[config.mk]
export PLATFORM = sky130hd
export DESIGN_NAME = avmm_matrix_mem_flat
export DESIGN_NICKNAME = d
export VERILOG_FILES = /design/src/rtl/avmm_matrix_mem_if.sv /design/src/rtl/avmm_matrix_mem.sv /design/src/flat_wrapper.sv
export SDC_FILE = /design/constraint.sdc
export NUM_CORES = 1
export LEC_CHECK = 0
export CAP_MARGIN = 30
export CORE_MARGIN = 2
export CORE_UTILIZATION = 59
export CTS_CLUSTER_DIAMETER = 60
export DETAILED_ROUTE_END_ITERATION = 6
export MAX_ROUTING_LAYER = met4
export PLACE_DENSITY = 0.79
export RECOVER_POWER = 25
export SLEW_MARGIN = 20
export SYNTH_ARGS = -nofsm -noshare
export SYNTH_HDL_FRONTEND = slang
export SYNTH_SLANG_ARGS = --single-unit
export TNS_END_PERCENT = 100
[constraint.sdc]
create_clock -name clk -period 4.47 [get_ports clk]
set_clock_uncertainty 0.1 [all_clocks]
set_input_delay 0.6705 -clock clk [delete_from_list [all_inputs] [get_ports clk]]
set_output_delay 0.6705 -clock clk [all_outputs]
set_load 0.02 [all_outputs]
[src/rtl/avmm_matrix_mem_if.sv]
// Avalon-MM command/response bundle for the matrix memory slave.
// The master drives commands and write data; the slave returns
// waitrequest and the pipelined read response.
interface avmm_matrix_mem_if #(
    parameter int DATA_W = 64,
    parameter int ADDR_W = 32
);
    logic [ADDR_W-1:0]   address;
    logic                read;
    logic                write;
    logic [DATA_W-1:0]   writedata;
    logic [DATA_W/8-1:0] byteenable;
    logic                waitrequest;
    logic [DATA_W-1:0]   readdata;
    logic                readdatavalid;
    logic [1:0]          response;

    modport master (
        output address, read, write, writedata, byteenable,
        input  waitrequest, readdata, readdatavalid, response
    );

    modport slave (
        input  address, read, write, writedata, byteenable,
        output waitrequest, readdata, readdatavalid, response
    );
endinterface

[src/rtl/avmm_matrix_mem.sv]
// Avalon-MM slave holding a DEPTH x DATA_W matrix memory.
// Writes are posted and byte-enabled. Reads are snapshotted at the
// accept edge into a small in-order FIFO; a valid shift line of length
// RD_DELAY+1 times each response, so latency is fixed and independent
// of later writes. At most MAX_PEND reads may be outstanding.
module avmm_matrix_mem #(
    parameter int    DATA_W    = 64,
    parameter int    DEPTH     = 8,
    parameter int    ADDR_W    = 32,
    parameter int    RD_DELAY  = 10,
    parameter int    MAX_PEND  = 4,
    parameter string INIT_FILE = ""
) (
    input  logic               clk,
    input  logic               reset,
    avmm_matrix_mem_if.slave   bus
);
    localparam int BE_W  = DATA_W / 8;
    localparam int IDX_W = $clog2(DEPTH);
    localparam int LAT   = RD_DELAY + 1;
    localparam int PTR_W = (MAX_PEND > 1) ? $clog2(MAX_PEND) : 1;
    localparam int CNT_W = $clog2(MAX_PEND + 1);

    logic [DATA_W-1:0] mem [DEPTH];

    // Response FIFO: holds snapshotted data until its valid slot comes due
    logic [DATA_W-1:0] fifo_data [MAX_PEND];
    logic              fifo_err  [MAX_PEND];
    logic [PTR_W-1:0]  wr_ptr;
    logic [PTR_W-1:0]  rd_ptr;

    logic [CNT_W-1:0]  pend_cnt;
    logic [LAT-1:0]    vld_sr;

    logic              wreq;
    logic              in_range_p0;
    logic [IDX_W-1:0]  idx_p0;
    logic              wr_acc_p0;
    logic              rd_acc_p0;
    logic [DATA_W-1:0] rd_word_p0;
    logic              rsp_due;

    // Circular pointer advance; MAX_PEND need not be a power of two
    function automatic logic [PTR_W-1:0] ptr_next(input logic [PTR_W-1:0] p);
        if (p == PTR_W'(MAX_PEND - 1))
            return '0;
        return p + PTR_W'(1);
    endfunction

    // Stage p0: command decode and acceptance
    assign wreq        = reset | (pend_cnt == CNT_W'(MAX_PEND));
    assign in_range_p0 = (bus.address < ADDR_W'(DEPTH));
    assign idx_p0      = bus.address[IDX_W-1:0];
    // read+write together is resolved as a write; the read is dropped
    assign wr_acc_p0   = bus.write & ~wreq;
    assign rd_acc_p0   = bus.read & ~bus.write & ~wreq;
    assign rd_word_p0  = in_range_p0 ? mem[idx_p0] : '0;

    assign bus.waitrequest = wreq;

    // Stage LAT: the oldest outstanding read returns
    assign rsp_due = vld_sr[LAT-1];

    // Byte-enabled posted write; out-of-range writes are dropped
    always_ff @(posedge clk) begin
        if (wr_acc_p0 && in_range_p0) begin
            for (int b = 0; b < BE_W; b++) begin
                if (bus.byteenable[b])
                    mem[idx_p0][8*b +: 8] <= bus.writedata[8*b +: 8];
            end
        end
    end

    // Capture the read snapshot at the accept edge so later writes cannot leak in
    always_ff @(posedge clk) begin
        if (rd_acc_p0) begin
            fifo_data[wr_ptr] <= rd_word_p0;
            fifo_err[wr_ptr]  <= ~in_range_p0;
        end
    end

    // FIFO pointers, outstanding count and latency line; reset discards in-flight reads
    always_ff @(posedge clk or posedge reset) begin
        if (reset) begin
            wr_ptr   <= '0;
            rd_ptr   <= '0;
            pend_cnt <= '0;
            vld_sr   <= '0;
        end else begin
            vld_sr <= (vld_sr << 1) | LAT'(rd_acc_p0);
            if (rd_acc_p0)
                wr_ptr <= ptr_next(wr_ptr);
            if (rsp_due)
                rd_ptr <= ptr_next(rd_ptr);
            case ({rd_acc_p0, rsp_due})
                2'b10:   pend_cnt <= pend_cnt + CNT_W'(1);
                2'b01:   pend_cnt <= pend_cnt - CNT_W'(1);
                default: pend_cnt <= pend_cnt;
            endcase
        end
    end

    // Registered response; data and status hold their last value while idle
    always_ff @(posedge clk or posedge reset) begin
        if (reset) begin
            bus.readdatavalid <= 1'b0;
            bus.readdata      <= '0;
            bus.response      <= 2'b00;
        end else begin
            bus.readdatavalid <= rsp_due;
            if (rsp_due) begin
                bus.readdata <= fifo_data[rd_ptr];
                bus.response <= fifo_err[rd_ptr] ? 2'b10 : 2'b00;
            end
        end
    end
endmodule

[src/flat_wrapper.sv]
// flat-port wrapper written by rule: the top's interface ports become plain ports
module avmm_matrix_mem_flat 
#(
    parameter int    DATA_W    = 64,
    parameter int    DEPTH     = 8,
    parameter int    ADDR_W    = 32,
    parameter int    RD_DELAY  = 10,
    parameter int    MAX_PEND  = 4,
    parameter string INIT_FILE = ""
)
  (clk, reset, bus_address, bus_read, bus_write, bus_writedata, bus_byteenable, bus_waitrequest, bus_readdata, bus_readdatavalid, bus_response);
  avmm_matrix_mem_if #(.DATA_W(DATA_W), .ADDR_W(ADDR_W)) bus_i ();
  input  logic clk;
  input  logic reset;
  input wire logic [$bits(bus_i.address)-1:0] bus_address;
  input wire logic [$bits(bus_i.read)-1:0] bus_read;
  input wire logic [$bits(bus_i.write)-1:0] bus_write;
  input wire logic [$bits(bus_i.writedata)-1:0] bus_writedata;
  input wire logic [$bits(bus_i.byteenable)-1:0] bus_byteenable;
  output wire logic [$bits(bus_i.waitrequest)-1:0] bus_waitrequest;
  output wire logic [$bits(bus_i.readdata)-1:0] bus_readdata;
  output wire logic [$bits(bus_i.readdatavalid)-1:0] bus_readdatavalid;
  output wire logic [$bits(bus_i.response)-1:0] bus_response;
  assign bus_i.address = bus_address;
  assign bus_i.read = bus_read;
  assign bus_i.write = bus_write;
  assign bus_i.writedata = bus_writedata;
  assign bus_i.byteenable = bus_byteenable;
  assign bus_waitrequest = bus_i.waitrequest;
  assign bus_readdata = bus_i.readdata;
  assign bus_readdatavalid = bus_i.readdatavalid;
  assign bus_response = bus_i.response;
  avmm_matrix_mem #(.DATA_W(DATA_W), .DEPTH(DEPTH), .ADDR_W(ADDR_W), .RD_DELAY(RD_DELAY), .MAX_PEND(MAX_PEND), .INIT_FILE(INIT_FILE)) u_core (.clk(clk), .reset(reset), .bus(bus_i));
endmodule
* Word level (Yosys, flattened, before mapping)
Memories as Yosys holds them, arrays and structs flattened. A register that Yosys moved wholly into a read port is not among the register bits.
Index checks and enable logic that the tools add are counted.
** Word-level totals
- Bits in latches :: 0
- Output and inout port bits :: 68
- Memories :: 3
- Register bits :: 21
- Bits in read-only memories :: 0
- Memory bits (writable) :: 772
** Memories
- u_core.mem :: depth 8, bits a word 64, rd ports 1, clocked after memory_dff 0, write ports 1, line avmm_matrix_mem.sv:24 : logic [DATA_W-1:0] mem [DEPTH];
- u_core.fifo_data :: depth 4, bits a word 64, rd ports 1, clocked after memory_dff 1, write ports 1, line avmm_matrix_mem.sv:27 : logic [DATA_W-1:0] fifo_data [MAX_PEND];
- u_core.fifo_err :: depth 4, bits a word 1, rd ports 1, clocked after memory_dff 0, write ports 1, line avmm_matrix_mem.sv:28 : logic fifo_err [MAX_PEND];
** Cells by class
- Multiply operators :: 0
- Reduce and logical (&&, ||, !) cells :: 2
- Equality and inequality tests :: 5
- Mux-type cells :: 37
- Bitwise gates (word level) :: 8
- Shift operators :: 0
- Divide/modulo/power cells :: 0
- Order comparisons :: 1
- $add $sub $neg :: 4
** Operators by type and width (number)
- $mux 64 :: 1
- $lt 32x4->1 const B :: 1
- $mux 1 :: 30
- $or 11x1->11 :: 1
- $mux 2 :: 5
- $eq 2x2->1 const B :: 3
- $pmux 3 s2 :: 1
- $add 2x1->2 const B :: 2
- $add 3x1->3 const B :: 1
- $and 1x1->1 :: 3
- $eq 3x3->1 const B :: 1
- $not 1->1 :: 3
- $sub 3x1->3 const B :: 1
- $eq 2x1->1 const B :: 1
- $reduce_bool 2->1 :: 1
- $logic_and 1x1->1 :: 1
- $or 1x1->1 :: 1

* Depth between registers and ports, before layout
Gate-level depths: netlist (run 1).
- Depth in word-level cells :: 7
- Depth in mapped cells :: 10

* Worst setup path before layout (run 1)
No wires, ideal clock.
- Kind :: input port to flip-flop
- From :: in reset
- To :: mem u_core.fifo_data[0][0], enable pin
- Arrival time :: 2.810 ns
- Path slack :: 1.130 ns
- Stages on the path :: 3
- Cell sequence :: a31o_2 nor3b_2 and2_1
** Between the ends
- Longest elaborated chain between the ends :: 5
** Ends and longest elaborated chain
- start: declaration :: line flat_wrapper.sv:14 : input logic reset;
- $or 1x1->1 :: line avmm_matrix_mem.sv:51 : assign wreq = reset | (pend_cnt == CNT_W'(MAX_PEND));
- $not 1->1 :: line avmm_matrix_mem.sv:56 : assign rd_acc_p0 = bus.read & ~bus.write & ~wreq;
- $and 1x1->1 :: line avmm_matrix_mem.sv:56
- net u_core.rd_acc_p0 :: line avmm_matrix_mem.sv:39 : logic rd_acc_p0;
- $mux 1 :: line avmm_matrix_mem.sv:76 : if (rd_acc_p0) begin
- $mux 1 (not written as such) :: line avmm_matrix_mem.sv:77 : fifo_data[wr_ptr] <= rd_word_p0;
- end: declaration :: line avmm_matrix_mem.sv:27
The timed path passes the listed nets, and every way through them passes these cells.

* Worst setup path in the final report (run 1)
- From :: in reset
- To :: out bus_waitrequest
** Between the ends
- Longest elaborated chain between the ends :: 1
** Ends and longest elaborated chain
- $or 1x1->1 :: line avmm_matrix_mem.sv:51
- end: declaration :: line flat_wrapper.sv:20 : output wire logic [$bits(bus_i.waitrequest)-1:0] bus_waitrequest;
Every way passes these cells.

==> flow_summary.toml, run 1 <==
[global_routing]
grt_antenna_before_repair = 13
grt_pass1_vias = 18100
grt_remaining_overflow = 0
track_usage_pct = 29.3
grt_max_degree = 67
grt_pass1_wl_mm = 118

[sta]
setup_viol = 0
hold_ws_ns = 0.253
hold_viol = 0
maxSlewHeadroom_pct = 34.7
grt_setup_unrepaired = "no"
fmax_ghz = 0.307
worst_pin_slew_ns = 0.974
period_share_pct = 73.0
fin_crit_ns = 3.26
slew_viol_final = 0
final.setup.tns_ns = 0

[cts]
cts_buffers = 83
cts_hold_repair.buffers = 0
clockBufferDepth = 3
cts_resized = 0
clkTransAtPathRegs_ns = 0.06
clock_latency_ns = 0.63
htreeDepth = 3
root_buffer = "clkbuf_16"
post-cts-setup-buffers = 0
cts_tree = "done"
cts.sinks = 856

[placement]
gp_congestion = 0.876
port_buffers = 174
hpwl_mm = 49.4

[logic_synthesis]
syn_inst = 1616
ys_types = 43
syn_nets = 1731
ys_warn_count = 0
syn_area_um2 = 32500
syn_area_per_cell_um2 = 20.1
synth_edf_count = 772
ys_seq_area_share_pct = 77.8
synth_seq_cells = 856
ys.flop_type = "edfxtp_1"
async_reset_ff_share_pct = 9.81

[run_status]
status = "finished, final reports clean"

[worst_setup_path]
rr_worst_depth = 5
cp_data_arrival_time_ns = 2.49
required_ns = 3.70
critPathLaunchType = "primary input"
end_kind = "output pin"
crit_type = "primary input to output pin"
critPathTopFamily = "buffers and inverters"
critical_path_depth = 4
crit_end = "bus_waitrequest"
path_max_fanout = 65
r2r_end = "u_core.fifo_data[0][18]"
r2r_start = "u_core.pend_cnt[0]"
crit_buf_inv = 3
critPathSlowestCell = "clkdlybuf4s50_1"
slowest_delay_ns = 0.70
r2r_slack_ns = 1.81
startpoint = "reset"
crit_path_cell_trace = "dlygate4sd3_1 -> a31o_2 -> buf_12 -> clkdlybuf4s50_1"

[cells_and_area]
area_growth_syn_to_layout_pct = 19.0
final_common_cell = "edfxtp_1"
nFillCells = 3081
nNetsFinal = 2037
drive_gt1_share_pct = 27.5
multi_input_area_um2 = 6700
fin_util_pct = 70.7
seqCellArea_um2 = 25300
final_cell_mix = "edfxtp_1, buf_4, mux2_2, clkdlybuf4s50_1, mux4_2"

[routing]
drcViolationCount = 0
drt-pass1-iter-count = 7
wl_per_cell_um = 29.4
vias = 17900
ant_nets = 0
viasPerCell = 6.64
drt-initial-drc-count = 2386
routed_wl_mm = 79.4

[power]
cellPowerDensity_nw_per_um2 = 507
leakagePower_uw = 0.0130
total_power_uw = 19600
ir_drop_v = 0.000303

[floorplanning]
die_w_um = 239
io_pins = 176
core.rowCount = 86
fp.dieArea_um2 = 57000
core-area_um2 = 54800
start_util_pct = 59.4
fp.dieH_um = 239

[run]
max_cap_violations = 0

[worst_hold_path]
hold_path_class = "flip-flop to flip-flop"
holdPathStages = 0
-- power by group --
part	leakage (µW)	total, µW	switching [µW]	internal (µW)
logic	0.00352	3090	1550	1540
registers	0.00812	9560	404	9150
clock network	0.00133	6990	2900	4090
-- synth_stat cells (12+ instances only) --
library cell	number	area share, %
nor4_1	69	1.3
nor2_1	34	0.39
edfxtp_1	772	71
mux2i_1	18	0.55
mux4_2	109	7.5
clkbuf_1	44	0.51
buf_1	19	0.22
o221ai_1	47	1.3
nand2_1	39	0.45
o22ai_1	61	1.2
mux2_2	143	5.0
dfrtp_1	84	6.5
a2bb2oi_1	13	0.35
a211oi_1	27	0.62
a21oi_1	12	0.18
buf_2	37	0.57
a2111oi_0	14	0.38
-- cells by family (layout without fill, tap and decap cells) --
| kind of cell | Yosys count | after routing | synth area share, % |
|---|---|---|---|
| DFF | 856 | 856 | 77.8 |
| muxes | 270 | 270 | 13.1 |
| AOI/OAI and AO/OA | 188 | 188 | 4.32 |
| and+or+nand+nor | 170 | 170 | 2.75 |
| buffers and inverters | 121 | 496 | 1.74 |
| adders and majority gates | 7 | 7 | 0.292 |
| xor gates and xnor gates | 3 | 3 | 0.0808 |
| other | 1 | 8 | 0.0115 |
-- worst min-delay path by stage --
stage | from | end | slack (ns)
2_1_floorplan | u_core.vld_sr[9] | u_core.vld_sr[10] | 0.23
3_3_place_gp | u_core.vld_sr[8] | u_core.vld_sr[9] | 0.24
3_5_place_dp | u_core.vld_sr[1] | u_core.vld_sr[2] | 0.23
4_1_cts | u_core.vld_sr[2] | u_core.vld_sr[3] | 0.25
5_1_grt | u_core.vld_sr[7] | u_core.vld_sr[8] | 0.27
6_report | u_core.vld_sr[2] | u_core.vld_sr[3] | 0.25
-- sequential cells by signal (all words and copies together) (netlist names) --
name,count
u_core.fifo_data,256
u_core.fifo_err,4
u_core.bus.response,1
u_core.bus.readdata,64
u_core.rd_ptr,2
u_core.pend_cnt,3
u_core.wr_ptr,2
u_core.bus.readdatavalid,1
u_core.mem,512
u_core.vld_sr,11
-- per-layer routing --
layer	track usage, %	wire (µm)
met3	6.72	9360
met4	11.5	2820
met5	-	0
met1	40.2	30200
met2	43.2	37000
-- metrics by stage --
| stage | setup slack (ns) | cell area (µm²) | cells |
|---|---|---|---|
| 2_1_floorplan | 1.13 | 32500 | 1616 |
| 3_3_place_gp | 0.739 | 35900 | 2539 |
| 3_5_place_dp | 0.747 | 35900 | 2540 |
| 4_1_cts | 1.29 | 38700 | 2694 |
| 5_1_grt | 1.20 | 38700 | 2702 |
| 6_report | 1.21 | 38700 | 2702 |
-- cell type report --
class                      instances  area share [%]
timing repair buffer             332            7.84
multi-input combinational        639            17.3
antenna                            7          0.0453
clock buffer                     112            6.03
inverter                          10           0.100
clock inverter                    42            1.07
sequential                       856            65.3
tap                              704            2.28
Note: power is estimated with default switching activity, not from simulation.
==> inputs of run 2 (changes only) <==
==> constraint.sdc (replaced) <==
create_clock -name clk -period 3.2 [get_ports clk]
set_clock_uncertainty 0.1 [all_clocks]
set_input_delay 0.48 -clock clk [delete_from_list [all_inputs] [get_ports clk]]
set_output_delay 0.48 -clock clk [all_outputs]
set_load 0.02 [all_outputs]
==> flow_summary.toml, run 2 (synthesized netlist as in run 1, its figures left out) <==
[run_status]
status = "complete, but fails checks"
violations = "max-capacitance violations, max-slew violations"

[worst_setup_path]
end_kind = "output pin"
crit_path_cell_trace = "inv_1 -> a31o_2 -> buf_12 -> clkdlybuf4s50_1"
crit_buf_inv = 3
rr_worst_depth = 10
cp_data_arrival_time_ns = 2.36
r2r_start = "u_core.pend_cnt[0]"
path_max_fanout = 55
r2r_slack_ns = 0.82
critPathLaunchType = "flip-flop"
slowest_delay_ns = 0.68
r2r_end = "u_core.pend_cnt[2]"
critPathTopFamily = "buffers and inverters"
critPathSlowestCell = "clkdlybuf4s50_1"
crit_type = "flip-flop to output pin"
required_ns = 2.62

[routing]
viasPerCell = 6.65
vias = 18000
drt-pass1-iter-count = 5
drt-initial-drc-count = 2434
ant_nets = 0
drcViolationCount = 0
routed_wl_mm = 77.9
wl_per_cell_um = 28.7

[cts]
clock_latency_ns = 0.62
cts_buffers = 80
clockBufferDepth = 3
root_buffer = "clkbuf_16"
cts.sinks = 856
cts_tree = "done"
htreeDepth = 3
post-cts-setup-buffers = 0
cts_hold_repair.buffers = 0
cts_resized = 0
clkTransAtPathRegs_ns = 0.06

[worst_hold_path]
hold_path.startpoint = "u_core.vld_sr[2]"
holdPathStages = 0
holdPathEnd = "u_core.vld_sr[3]"
hold_path_class = "flip-flop to flip-flop"

[floorplanning]
core-area_um2 = 54800
fp.dieArea_um2 = 57000
io_pins = 176
die_w_um = 239
core.rowCount = 86
fp.dieH_um = 239
start_util_pct = 59.4

[cells_and_area]
final_common_cell = "edfxtp_1"
regMostFlops = "u_core.mem"
drive_gt1_share_pct = 28.0
final_cell_mix = "edfxtp_1, buf_4, mux2_2, clkdlybuf4s50_1, mux4_2"
nNetsFinal = 2058
area_growth_syn_to_layout_pct = 18.9
reg_top3 = "u_core.mem x512, u_core.fifo_data x256, u_core.bus.readdata x64"
largest_reg_flops = 512

[sta]
hold_ws_ns = 0.247
setup_slack_ns = 0.262
setup_viol = 0
fmax_ghz = 0.340
hold_viol = 0
fin_crit_ns = 2.94
period_share_pct = 91.8
worst_pin_slew_ns = 1.54
slew_viol_final = 35
maxSlewHeadroom_pct = -2.98
grt_setup_unrepaired = "no"

[run]
max_cap_violations = 1

[placement]
port_buffers = 174
dp_worst_setup_slack_ns = -0.153
gp_congestion = 0.909
hpwl_mm = 49.3

[global_routing]
track_usage_pct = 28.5
grt_pass1_wl_mm = 115
grt_antenna_before_repair = 10
grt_remaining_overflow = 0
grt_pass1_vias = 18100
grt_max_degree = 69

[power]
cellPowerDensity_nw_per_um2 = 687
ir_drop_v = 0.000429
total_power_uw = 26500
leakagePower_uw = 0.0130
[run 2: changes by cell type in the layout (fill, tap and decap cells not counted), sizes merged]
cell	previous run	this run
buf	160	185
bufinv	7	5
clkbuf	112	108
clkdlybuf4s50	118	117
clkinv	31	23
clkinvlp	6	3
diode	7	10
dlygate4sd3	53	54
dlymetal6s2s	1	0
[run 2: worst max-delay path by stage]
stage                             from                 endpoint  slack [ns]  cells after the start
detailed placement     bus_address[22]  u_core.fifo_data[0][49]       -0.15                      7
finish              u_core.pend_cnt[0]          bus_waitrequest        0.26                      4
global route        u_core.pend_cnt[0]          bus_waitrequest        0.20                      4
floorplan                        reset   u_core.fifo_data[1][0]        0.05                      3
global placement       bus_address[22]  u_core.fifo_data[0][49]        -0.1                      7
CTS                 u_core.pend_cnt[0]          bus_waitrequest        0.26                      4
[run 2: per-stage QoR]
stage	instance area, µm²	util, %	instances	TNS, ns
floorplan	32500	-	1616	0
global placement	36200	66.1	2565	-0.583
detailed placement	36200	66.1	2565	-0.745
CTS	38600	70.5	2702	0
global route	38600	70.6	2711	0
finish	38600	70.6	2712	0
[run 2: area by class of cell]
class,instances,area [µm²]
clock buffer,108,2170
clock inverter,29,269
timing repair buffer,356,3280
inverter,10,38.8
tap,704,881
sequential,856,25300
fill,3096,16100
antenna,10,25.0
multi-input combinational,639,6700
[run 2: metal layers]
metal,up-vias,wire [µm],GRT usage [%]
li1,7375,-,-
met4,0,2590,10.6
met3,208,9130,6.70
met5,-,0,-
met2,1298,36800,42.7
met1,9147,29300,38.9
[run 2: worst register-to-register path: stages (launching register included)]
cell     delay (ns)
dfrtp_1        0.38
inv_1          0.08
a31o_2         0.28
nor3b_2        0.48
inv_1          0.10
ha_1           0.24
inv_1          0.08
fa_1           0.18
xor2_1         0.14
nor2_1         0.07
xor2_1         0.14
[run 2: where the power goes]
| group | switching [µW] | internal, µW | total (µW) |
|---|---|---|---|
| Clock | 3840 | 5140 | 8980 |
| Combinational | 2190 | 2170 | 4360 |
| Sequential | 403 | 12800 | 13200 |
